$ cat src/rtl/sample_packer.sv
// Packs SAMPLE_LEN-bit probe samples LSB-first into DATA_LEN-bit words for the capture FIFO.
// Optional build macro PACKER_CHANGE_ONLY_EN: accept a sample only when it differs from the last accepted one.
module sample_packer #(
    parameter int DATA_LEN   = 32,
    parameter int SAMPLE_LEN = 8
) (
    input  logic                  clk_wr,
    input  logic                  rst_n,
    input  logic                  en_i,
    input  logic                  sample_valid_i,
    input  logic [SAMPLE_LEN-1:0] sample_i,
    input  logic                  full_i,
    output logic [DATA_LEN-1:0]   data_o,
    output logic                  wen_o,
    output logic                  overflow_o,
    output logic                  busy_o
);

    localparam int SPW    = DATA_LEN / SAMPLE_LEN;
    localparam int SLOT_W = (SPW > 1) ? $clog2(SPW) : 1;
    localparam logic [SLOT_W-1:0] LAST_SLOT = SLOT_W'(SPW - 1);

    typedef enum logic [1:0] {
        IDLE  = 2'd0,
        PACK  = 2'd1,
        FLUSH = 2'd2
    } state_t;

    state_t                state_reg;
    state_t                state_next;
    logic [SLOT_W-1:0]     slot_reg;
    logic [DATA_LEN-1:0]   acc_reg;
    logic [DATA_LEN-1:0]   out_reg;
    logic                  pending_reg;
    logic                  overflow_reg;

    logic [DATA_LEN-1:0]   word_ins;
    logic                  changed;
    logic                  free;
    logic                  start;
    logic                  accept;
    logic                  complete;
    logic                  flush_load;

    // Accumulator with the incoming sample dropped into the current slot.
    genvar gi;
    generate
        for (gi = 0; gi < SPW; gi++) begin : g_slot
            assign word_ins[gi*SAMPLE_LEN +: SAMPLE_LEN] =
                (slot_reg == SLOT_W'(gi)) ? sample_i : acc_reg[gi*SAMPLE_LEN +: SAMPLE_LEN];
        end
    endgenerate

`ifdef PACKER_CHANGE_ONLY_EN
    logic [SAMPLE_LEN-1:0] last_reg;
    logic                  first_reg;

    assign changed = first_reg || (sample_i != last_reg);

    always_ff @(posedge clk_wr or negedge rst_n) begin
        if (!rst_n) begin
            last_reg  <= '0;
            first_reg <= 1'b0;
        end else if (start) begin
            first_reg <= 1'b1;
        end else if (accept) begin
            last_reg  <= sample_i;
            first_reg <= 1'b0;
        end
    end
`else
    assign changed = 1'b1;
`endif

    assign wen_o      = pending_reg & ~full_i;
    assign data_o     = out_reg;
    assign overflow_o = overflow_reg;
    assign busy_o     = (state_reg != IDLE) || pending_reg;

    // The output register is free if empty or being drained this very cycle.
    assign free       = !pending_reg || wen_o;
    assign start      = (state_reg == IDLE) && en_i;
    assign accept     = (state_reg == PACK) && en_i && sample_valid_i && changed;
    assign complete   = accept && (slot_reg == LAST_SLOT);
    assign flush_load = (state_reg == FLUSH) && free;

    always_ff @(posedge clk_wr or negedge rst_n) begin
        if (!rst_n) begin
            state_reg <= IDLE;
        end else begin
            state_reg <= state_next;
        end
    end

    always_comb begin
        state_next = state_reg;
        case (state_reg)
            IDLE: begin
                if (en_i) begin
                    state_next = PACK;
                end
            end
            PACK: begin
                if (!en_i) begin
                    state_next = (slot_reg != '0) ? FLUSH : IDLE;
                end
            end
            FLUSH: begin
                if (free) begin
                    state_next = IDLE;
                end
            end
            default: state_next = IDLE;
        endcase
    end

    always_ff @(posedge clk_wr or negedge rst_n) begin
        if (!rst_n) begin
            slot_reg     <= '0;
            acc_reg      <= '0;
            out_reg      <= '0;
            pending_reg  <= 1'b0;
            overflow_reg <= 1'b0;
        end else begin
            if (wen_o) begin
                pending_reg <= 1'b0;
            end
            if (start) begin
                slot_reg     <= '0;
                acc_reg      <= '0;
                overflow_reg <= 1'b0;
            end
            if (accept) begin
                if (complete) begin
                    slot_reg <= '0;
                    acc_reg  <= '0;
                    if (free) begin
                        out_reg     <= word_ins;
                        pending_reg <= 1'b1;
                    end else begin
                        overflow_reg <= 1'b1;
                    end
                end else begin
                    slot_reg <= slot_reg + SLOT_W'(1);
                    acc_reg  <= word_ins;
                end
            end
            // Unused upper slots of a partial word are already zero in the accumulator.
            if (flush_load) begin
                out_reg     <= acc_reg;
                pending_reg <= 1'b1;
                slot_reg    <= '0;
                acc_reg     <= '0;
            end
        end
    end

endmodule

$ cat config.mk
export PLATFORM = sky130hd
export DESIGN_NAME = sample_packer
export DESIGN_NICKNAME = d
export VERILOG_FILES = /design/src/rtl/sample_packer.sv
export SDC_FILE = /design/constraint.sdc
export NUM_CORES = 1
export LEC_CHECK = 0
export CORE_MARGIN = 5
export CORE_UTILIZATION = 54
export CTS_CLUSTER_SIZE = 25
export DETAILED_ROUTE_END_ITERATION = 7
export PLACE_DENSITY = 0.86
export SKIP_LAST_GASP = 1
export SYNTH_ARGS = -nofsm -noshare
export SYNTH_HDL_FRONTEND = slang
export SYNTH_SLANG_ARGS = --single-unit
$ cat constraint.sdc
create_clock -name clk_wr -period 1.9 [get_ports clk_wr]
set_input_delay 0.57 -clock clk_wr [delete_from_list [all_inputs] [get_ports clk_wr]]
set_output_delay 0.57 -clock clk_wr [all_outputs]
set_load 0.005 [all_outputs]
## Word-level counts from Yosys, hierarchy flattened

Cells that the tools add are included.

- Flip-flop bits (word level): 70
- Bits of input ports: 13
- Word-level logic and storage cells: 65

- $add $sub $neg: 1
- Equality and inequality tests: 8
- Mux-type cells: 30
- Bitwise logic cells: 2
- Reduce and logical (&&, ||, !) cells: 18

Operators by type and width:

| cell | number |
|---|---|
| two-way mux 32 bit | 8 |
| two-way mux 8 bit | 4 |
| two-way mux 2 bit | 8 |
| nonzero test 2 bit | 5 |
| two-way mux 1 bit | 9 |
| equality test 2 bit, second input constant | 3 |
| != test 2 bit, second input constant | 3 |
| case mux 2 bit (3 select lines) | 1 |
| AND reduction 3 bit | 2 |
| logical AND 1 bit | 5 |
| equality test 2 x 1 -> 1 bit, second input constant | 2 |
| logical NOT 2 bit | 2 |
| nonzero test 3 bit | 1 |
| adder 2 x 1 -> 2 bit, second input constant | 1 |
| logical OR 1 bit | 2 |
| AND 1 bit | 1 |
| logical NOT 1 bit | 1 |
| NOT 1 bit | 1 |

## Depth between registers and ports, before layout

Gate-level depths: netlist (run 1).

- Depth in word-level cells: 7
- Depth in mapped cells: 6
- Gate-level depth less buffers: 5

## Worst setup path after synthesis (run 1)

No wires, ideal clock.

- Path kind: input-to-reg
- Start point: input port full_i
- End point: register out_reg[7], in the netlist data_o[7]
- Data arrival time: 1.736 ns
- Required time: 1.775 ns
- Setup slack: 0.039 ns
- Stages on the path: 5
- Path buffers: 1
- Cell sequence: and2_1 > buf_4 > o21ai_4 > mux2_2 > mux2_2

- Longest elaborated chain between the ends: 6

Ends and longest elaborated chain:

| element | line | text |
|---|---|---|
| start, declared | 12 | `input logic full_i,` |
| NOT 1 bit * | 75 | `assign wen_o = pending_reg & ~full_i;` |
| AND 1 bit * | 75 |  |
| logical OR 1 bit * | 81 | `assign free = !pending_reg \|\| wen_o;` |
| logical AND 1 bit | 85 | `assign flush_load = (state_reg == FLUSH) && free;` |
| nonzero test 2 bit (no line) | - |  |
| AND reduction 3 bit (no line) | - |  |
| end signal, assigned | 138 | `out_reg <= word_ins;` |
| end signal, assigned | 150 | `out_reg <= acc_reg;` |
| end, declared | 33 | `logic [DATA_LEN-1:0] out_reg;` |

Every way passes the cells marked *; elsewhere a longest branch is shown, timed or not.
A chain may end at the register's enable or synchronous reset.

## Worst setup path after layout (run 1)

- Start point: register slot_reg[1]
- End point: register out_reg[5], in the netlist data_o[5]

- Longest elaborated chain between the ends: 6

Ends and longest elaborated chain:

| element | line | text |
|---|---|---|
| start, declared | 31 | `logic [SLOT_W-1:0] slot_reg;` |
| start signal, assigned | 144 | `slot_reg <= slot_reg + SLOT_W'(1);` |
| logical NOT 2 bit | 50 | `(slot_reg == SLOT_W'(gi)) ? sample_i : acc_reg[gi*SAMPLE_LEN +: SAMPLE_LEN];` |
| two-way mux 8 bit | 50 |  |
| two-way mux 32 bit | 137 | `if (free) begin` |
| two-way mux 32 bit | 134 | `if (complete) begin` |
| two-way mux 32 bit | 133 | `if (accept) begin` |
| two-way mux 32 bit | 149 | `if (flush_load) begin` |

Parallel ways exist; a longest one is shown, timed or not. The select of a mux whose other input is x is not followed.

==> results.env, run 1 <==
GRT_ANTENNA_BEFORE_REPAIR=0
HP-CLASS='primary input to asynchronous set/reset pin'
DRTPASS1ITERATIONS=4
SKEW_NS=0.0109
FINALWORSTPATHREQUIREDPERIOD_NS=1.87
WIRE_LENGTH_OF_THE_FIRST_GLOBAL_ROUTING_PASS_UM=12000
FINAL_HOLD_SLACK_NS=0.135
WORSTSETUPENDPOINTTYPE='register'
DOMINANTREGCELLSYNTH='dfrtp_1'
POST_ROUTE_NON_FILLER_STANDARD_CELL_COUNT=377
CP_SLOWEST_CELL='dfrtp_1'
ROUTE.FINAL.WIRE_LENGTH_UM=7900
FINALWEIGHTEDCONGESTION=0.873
PORT_BUFFERS=47
CP_CELL_SEQUENCE='inv_1 -> ha_1 -> o21ai_4 -> buf_12 -> mux2_4 -> mux2_4'
VIAS=2149
DRT_ITER0_MARKERS=136
LAYOUT-DRIVE-GT1-SHARE_PCT=43.7
ANTENNA-DIODE-COUNT=0
SETUP_REPAIR_AFTER_GLOBAL_ROUTING_MISSED_ITS_MARGIN='yes'
PLACE_INST=348
CRITICAL_PATH.TOP_DELAY_FAMILY='multiplexers'
HOLDBUFCOUNTCTS=0
LAYOUT.CORE_UTILIZATION_PCT=75.9
CTS_TREE='built'
SLEW_VIOLATIONS=0
ANTENNA_LEFT=0
P_LEAK_nW=2.14
DPL_CELL_AREA_MM2=0.00396
SYNTH_WARNINGS=0
CRIT_REQUIRED_NS=2.12
DESIGN_POWER_TOTAL_mW=4.51
NETS_FINISH=314
WL_PER_CELL_UM=21.0
ROWS=28
LAYOUT_SETUP_WS_NS=0.0292
CTS_NUM_SINKS=70
FINALHOLDVIOLCOUNT=0
NETLIST-CELL-TYPE-COUNT=26
NUMBER_OF_ENABLE_FLIP_FLOP_CELLS_AFTER_SYNTHESIS=0
TIMING.CRITICAL_PATH.SLOWEST_CELL_DELAY_NS=0.42
WORST_SETUP_PATH_START_KIND='register'
PATH_CLASS='register to register'
DIE_WIDTH_UM=87.8
CLK_LATENCY_NS=0.35
FIN_CRIT_SH_PCT=98.5
POWER_DENSITY_OVER_CELL_AREA_mW_PER_MM2=1010
SLEW_HEADROOM_PCT=73.3
RUN_STATUS='completed'
SYNTH_ASYNC_SR_FLOP_SHARE_PCT=100
CP_COMMON_CELL='mux2_4'
SETUP_VIOL=0
IO_PINS=48
SEQ_AREA_FRAC_SYNTH_PCT=53.6
H-TREE-DEPTH=3
SYN_AVG_CELL_AREA_UM2=15.1
FLOORPLAN.INITIALDENSITY_PCT=55.5
TNS_NS=0
CORE_AREA_MM2=0.00589
DRCVIOLATIONCOUNT=0
FIRST_GLOBAL_VIAS=2285
POST_SYNTH_INST_COUNT=216
DP_WORST_SETUP_SLACK_NS=-0.543
DIE_HEIGHT_UM=87.8
GR-TOTAL-OVERFLOW=0
FIN_AREA_MM2=0.00447
MAX_FREQ_MHz=535
VIA_CELL_RATIO=5.70
AGGREGATE_GLOBAL_ROUTE_RESOURCE_USAGE_PCT=21.1
DPL.HPWL_UM=4740
VDD.IR_DROP.WORST_uV=759
SYNTHTOLAYOUTAREAGROWTH_PCT=36.7
CRITICAL_PATH.N_BUFFERS_INVERTERS=2
CTS_MAX_PATH_BUFFERS=2
REGISTER_BIT_TOTAL_FROM_SYNTHESIS=70
NUMBER_OF_CLOCK_BUFFERS_INSERTED_BY_TRITONCTS=9
CLOCK_ROOT_BUFFER='clkbuf_8'
DRV_CAP=0
TOTAL_DIE_AREA_MM2=0.00771
CLK_TRANSITION_REPORTED_PATHS_NS=0.08
CRITICAL_PATH_PEAK_FANOUT=8
SYNTH_AREA_MM2=0.00327
GRT_START_MAX_NET_PINS=34
SYN-NUM-NETS=233
TIGHTESTPINTRANSITION_NS=0.400
TIMING.CRITICAL_PATH.ARRIVAL_NS=2.09
-- power breakdown --
| group | leakage (nW) | total [mW] | switching, mW | internal (mW) |
|---|---|---|---|---|
| combinational | 1.07 | 1.28 | 0.455 | 0.829 |
| sequential | 0.956 | 1.84 | 0.143 | 1.70 |
| clock | 0.116 | 1.38 | 0.570 | 0.811 |
-- Yosys cell counts, drive strengths merged, types with 2 or more instances --
cell type | number | share of area, %
a22o | 24 | 6.4
and2 | 4 | 0.77
and2b | 4 | 0.92
buf | 8 | 2.1
dfrtp | 70 | 54
ha | 4 | 1.5
inv | 3 | 0.34
mux2 | 64 | 25
nand2 | 5 | 0.57
nand2b | 2 | 0.38
nor2 | 4 | 0.69
nor2b | 7 | 1.3
o21ai | 9 | 3.1
o32a | 2 | 0.61
-- cell usage in the layout, fill, tap and decap left out, types with 7 or more instances in the layout --
cell	count
dfrtp_1	70
a22o_1	24
mux2_2	31
clkbuf_8	11
nor2b_1	7
buf_4	16
clkdlybuf4s50_1	41
mux2_4	33
o21ai_4	7
buf_12	10
-- what timing repair did --
action                     4_1_cts  5_1_grt
gates resized for setup         11       18
setup endpoints to repair       65       65
setup buffers                    9        2
pin swaps                        5        8
gates cloned                     1        1
-- cell families after synthesis --
family | Yosys count | synth area share [%]
muxes | 64 | 25.5
AOI/OAI and AO/OA | 38 | 11.4
and+or+nand+nor | 29 | 5.55
buffers and inverters | 11 | 2.41
adders and majority gates | 4 | 1.53
DFF | 70 | 53.6
-- metal layers --
metal / global-route usage, % / share of wire, %
met5: 0 / 0
met4: 9.48 / 1.6
met3: 4.80 / 5.6
met2: 31.6 / 48
met1: 29.3 / 45
-- worst paths after layout --
| kind | end | slack (ns) | startpoint | depth (start not counted) |
|---|---|---|---|---|
| setup / recovery | data_o[5]$_DFFE_PN0P_ | 0.03 | slot_reg[1]$_DFFE_PN0P_ | 6 |
| hold / removal | data_o[14]$_DFFE_PN0P_ | 0.13 | rst_n | 1 |
| setup reg to reg | data_o[5]$_DFFE_PN0P_ | 0.03 | slot_reg[1]$_DFFE_PN0P_ | 6 |
| hold reg to reg | acc_reg[29]$_DFFE_PN0P_ | 0.50 | acc_reg[29]$_DFFE_PN0P_ | 1 |
| max in group asynchronous | data_o[29]$_DFFE_PN0P_ | 1.09 | rst_n | 2 |
| min in group clk_wr | acc_reg[29]$_DFFE_PN0P_ | 0.50 | acc_reg[29]$_DFFE_PN0P_ | 1 |
-- cell type report --
type,instances,area (um2)
sequential,70,1750
multi-input combinational,135,1500
timing repair buffer,78,875
tap,75,93.8
fill,345,1420
clock inverter,5,81.3
clock buffer,11,151
inverter,3,11.3
(Power assumes the default switching activity.)
==> inputs of run 2 (changes only) <==
--- a/config.mk
+++ b/config.mk
@@ -5,7 +5,7 @@
 export SDC_FILE = /design/constraint.sdc
 export NUM_CORES = 1
 export LEC_CHECK = 0
-export CORE_MARGIN = 5
+export CORE_MARGIN = 8
 export CORE_UTILIZATION = 54
 export CTS_CLUSTER_SIZE = 25
 export DETAILED_ROUTE_END_ITERATION = 7
==> run 2 against run 1 <==
- the run now ends with negative setup slack left
- fmax down 2.4%
- die area up 14%
- count of clock-buffer cells in the layout decreased by 1
- non-clock buffer count down 1
- combinational power fell by 4%
- largest cell class unchanged
- largest power group unchanged
- sequential power is essentially flat
- critical path type is now primary input to register
==> results.env, run 2 (same netlist as run 1, synthesis figures left out) <==
FLOORPLAN.INITIALDENSITY_PCT=55.5  # unchanged
CRIT_REQUIRED_NS=2.17  # was 2.12 ns
CLK_LATENCY_NS=0.35  # about the same
PORT_BUFFERS=47  # unchanged
POST_ROUTE_NON_FILLER_STANDARD_CELL_COUNT=376  # was 377
LAYOUT_COMMONEST_CELL='dfrtp_1'  # unchanged
SWITCHING_SHARE_PCT=26.9  # was 25.9%
TIMING.REG2REG.WORST_PATH_DEPTH=7  # was 6
REGISTER_SHARE_OF_TOTAL_POWER_PCT=43.3  # was 40.9%
GR-TOTAL-OVERFLOW=0  # unchanged
SLEW_HEADROOM_PCT=73.0  # was 73.3%
CRITICAL_PATH_PEAK_FANOUT=8  # unchanged
SLEW_VIOLATIONS=0  # unchanged
NUMBER_OF_CLOCK_BUFFERS_INSERTED_BY_TRITONCTS=9  # unchanged
SYNTHTOLAYOUTAREAGROWTH_PCT=31.3  # was 36.7%
ANTENNA_LEFT=0  # unchanged
FAILED_CHECKS='negative setup slack'
CORE_AREA_MM2=0.00589  # unchanged
VIAS=2121  # was 2149
LAYOUT_SETUP_WS_NS=-0.0159  # was 0.0292 ns
CLOCK_ROOT_BUFFER='clkbuf_8'  # unchanged
AREA_OF_THE_MULTI_INPUT_GATES_MM2=0.00146  # was 0.00150 mm2
ROWS=28  # unchanged
COMBPWRFRAC_PCT=28.8  # was 28.5%
WORST_SETUP_PATH_START_KIND='primary input'  # was register
SETUP_REPAIR_AFTER_GLOBAL_ROUTING_MISSED_ITS_MARGIN='yes'  # unchanged
ROUTE.FINAL.WIRE_LENGTH_UM=7790  # was 7900 um
HP-CLASS='primary input to asynchronous set/reset pin'  # unchanged
CTS_MAX_PATH_BUFFERS=2  # unchanged
R2R_START='state_reg[0]$_DFFE_PN0P_'  # was slot_reg[1]$_DFFE_PN0P_
CRITPATHLAUNCH='sample_valid_i'  # was slot_reg[1]$_DFFE_PN0P_
CLK_TRANSITION_REPORTED_PATHS_NS=0.07  # was 0.08 ns
FILLCELLCOUNT=379  # was 345
TNS_NS=-0.0260  # was 0 ns
DESIGN_POWER_TOTAL_mW=4.25  # was 4.51 mW
GRT_START_MAX_NET_PINS=57  # was 34
CLOCK_NETWORK_FRACTION_OF_TOTAL_POWER_PCT=27.9  # was 30.6%
FINALWEIGHTEDCONGESTION=0.803  # was 0.873
CTS_TREE='built'  # unchanged
FINALHOLDVIOLCOUNT=0  # unchanged
NETS_FINISH=313  # was 314
PATH_CLASS='primary input to register'  # was register to register
SWITCHING_POWER_mW=1.15  # was 1.17 mW
TOTAL_DIE_AREA_MM2=0.00880  # was 0.00771 mm2
WIRE_LENGTH_OF_THE_FIRST_GLOBAL_ROUTING_PASS_UM=12200  # was 12000 um
WORSTSETUPENDPOINTTYPE='register'  # unchanged
DIE_HEIGHT_UM=93.8  # was 87.8 um
FINALWORSTPATHREQUIREDPERIOD_NS=1.92  # was 1.87 ns
POWER_REPORT.INTERNAL_TOTAL_mW=3.11  # was 3.34 mW
RUN_STATUS='finished with violations'  # was completed
P_LEAK_nW=2.06  # was 2.14 nW
DRT_ITER0_MARKERS=136  # unchanged
SKEW_NS=0.00961  # was 0.0109 ns
REG2REG_SETUP_SLACK_NS=0.02  # was 0.03 ns
SETUP_VIOL=2  # was 0
FINAL_HOLD_SLACK_NS=0.136  # was 0.135 ns
TIMING.CRITICAL_PATH.ARRIVAL_NS=2.19  # was 2.09 ns
POWER_DENSITY_OVER_CELL_AREA_mW_PER_MM2=991  # was 1010 mW/mm2
FIN_CRIT_SH_PCT=101  # was 98.5%
WL_PER_CELL_UM=20.7  # was 21.0 um
AGGREGATE_GLOBAL_ROUTE_RESOURCE_USAGE_PCT=17.9  # was 21.1%
DPL.HPWL_UM=4760  # was 4740 um
VIA_CELL_RATIO=5.64  # was 5.70
GRT_ANTENNA_BEFORE_REPAIR=0  # unchanged
CTS_NUM_SINKS=70  # unchanged
CRITICAL_PATH.REG2REG.ENDPOINT='data_o[21]$_DFFE_PN0P_'  # was data_o[5]$_DFFE_PN0P_
H-TREE-DEPTH=3  # unchanged
LAYOUT_COMMON_CELLS='dfrtp_1, clkdlybuf4s50_1, mux2_4, mux2_2, a22o_1'  # unchanged
IO_PINS=48  # unchanged
LAYOUT-DRIVE-GT1-SHARE_PCT=41.5  # was 43.7%
HOLDBUFCOUNTCTS=0  # unchanged
REGAREA_MM2=0.00175  # unchanged
DRCVIOLATIONCOUNT=0  # unchanged
ANTENNA-DIODE-COUNT=0  # unchanged
PLACE_INST=351  # was 348
DRTPASS1ITERATIONS=4  # unchanged
FIRST_GLOBAL_VIAS=2349  # was 2285
DRV_CAP=0  # unchanged
TIGHTESTPINTRANSITION_NS=0.405  # was 0.400 ns
DIE_WIDTH_UM=93.8  # was 87.8 um
MAX_FREQ_MHz=522  # was 535 MHz
VDD.IR_DROP.WORST_uV=621  # was 759 uV
## run 2: per-stage QoR
| step | util, % | cell area (um2) | setup WS, ns |
|---|---|---|---|
| 2_1_floorplan | - | 3270 | 0.0392 |
| 3_5_place_dp | 67.2 | 3960 | -0.596 |
| 5_1_grt | 72.9 | 4290 | -0.0625 |
| 4_1_cts | 71.9 | 4230 | -0.0182 |
| 6_report | 72.9 | 4290 | -0.0159 |
| 3_3_place_gp | 67.2 | 3960 | -0.561 |
## run 2: power by group through the flow
stage / logic (mW) / clock network (mW) / registers, mW
after CTS: 1.18 / 1.21 / 1.84
after detailed placement: 1.12 / 0 / 1.86
after global placement: 1.09 / 0 / 1.86
after global routing: 1.31 / 1.28 / 1.87
final: 1.23 / 1.19 / 1.84
after floorplan: 0.559 / 0 / 1.85
## run 2: timing repair
item | 4_1_cts | 5_1_grt
resized for setup | 10 | 7
setup endpoints to repair | 54 | 50
pin swaps | 4 | 4
buffers inserted | 5 | 4
## run 2: cell type report
class	instances	share of cell area, %
clock buffers	10	2.97
clock inverters	6	1.66
inverters	3	0.262
multi-input cells	135	34.0
flip-flops and latches	70	40.8
well taps	75	2.19
repair buffers	77	18.1
## run 2: worst max-delay path by stage
stage / to
2_1_floorplan: data_o[7]$_DFFE_PN0P_
3_3_place_gp: data_o[25]$_DFFE_PN0P_
3_5_place_dp: data_o[25]$_DFFE_PN0P_
4_1_cts: wen_o
5_1_grt: acc_reg[8]$_DFFE_PN0P_
6_report: acc_reg[8]$_DFFE_PN0P_
## run 2: metal layers
metal,up-vias,global-route usage [%],part of all wire (%),routed length (um)
met1,1074,22.7,44,3460
met3,19,3.04,5.0,386
met2,71,27.5,47,3690
met4,0,12.4,3.2,251
li1,957,-,-,-
met5,-,0,0,0
## run 2: worst max-delay path, cell delays in order
cell             delay, ns
clkdlybuf4s50_1       0.48
and4b_4               0.27
buf_4                 0.13
nand2b_1              0.14
o21ai_2               0.39
a22o_1                0.21
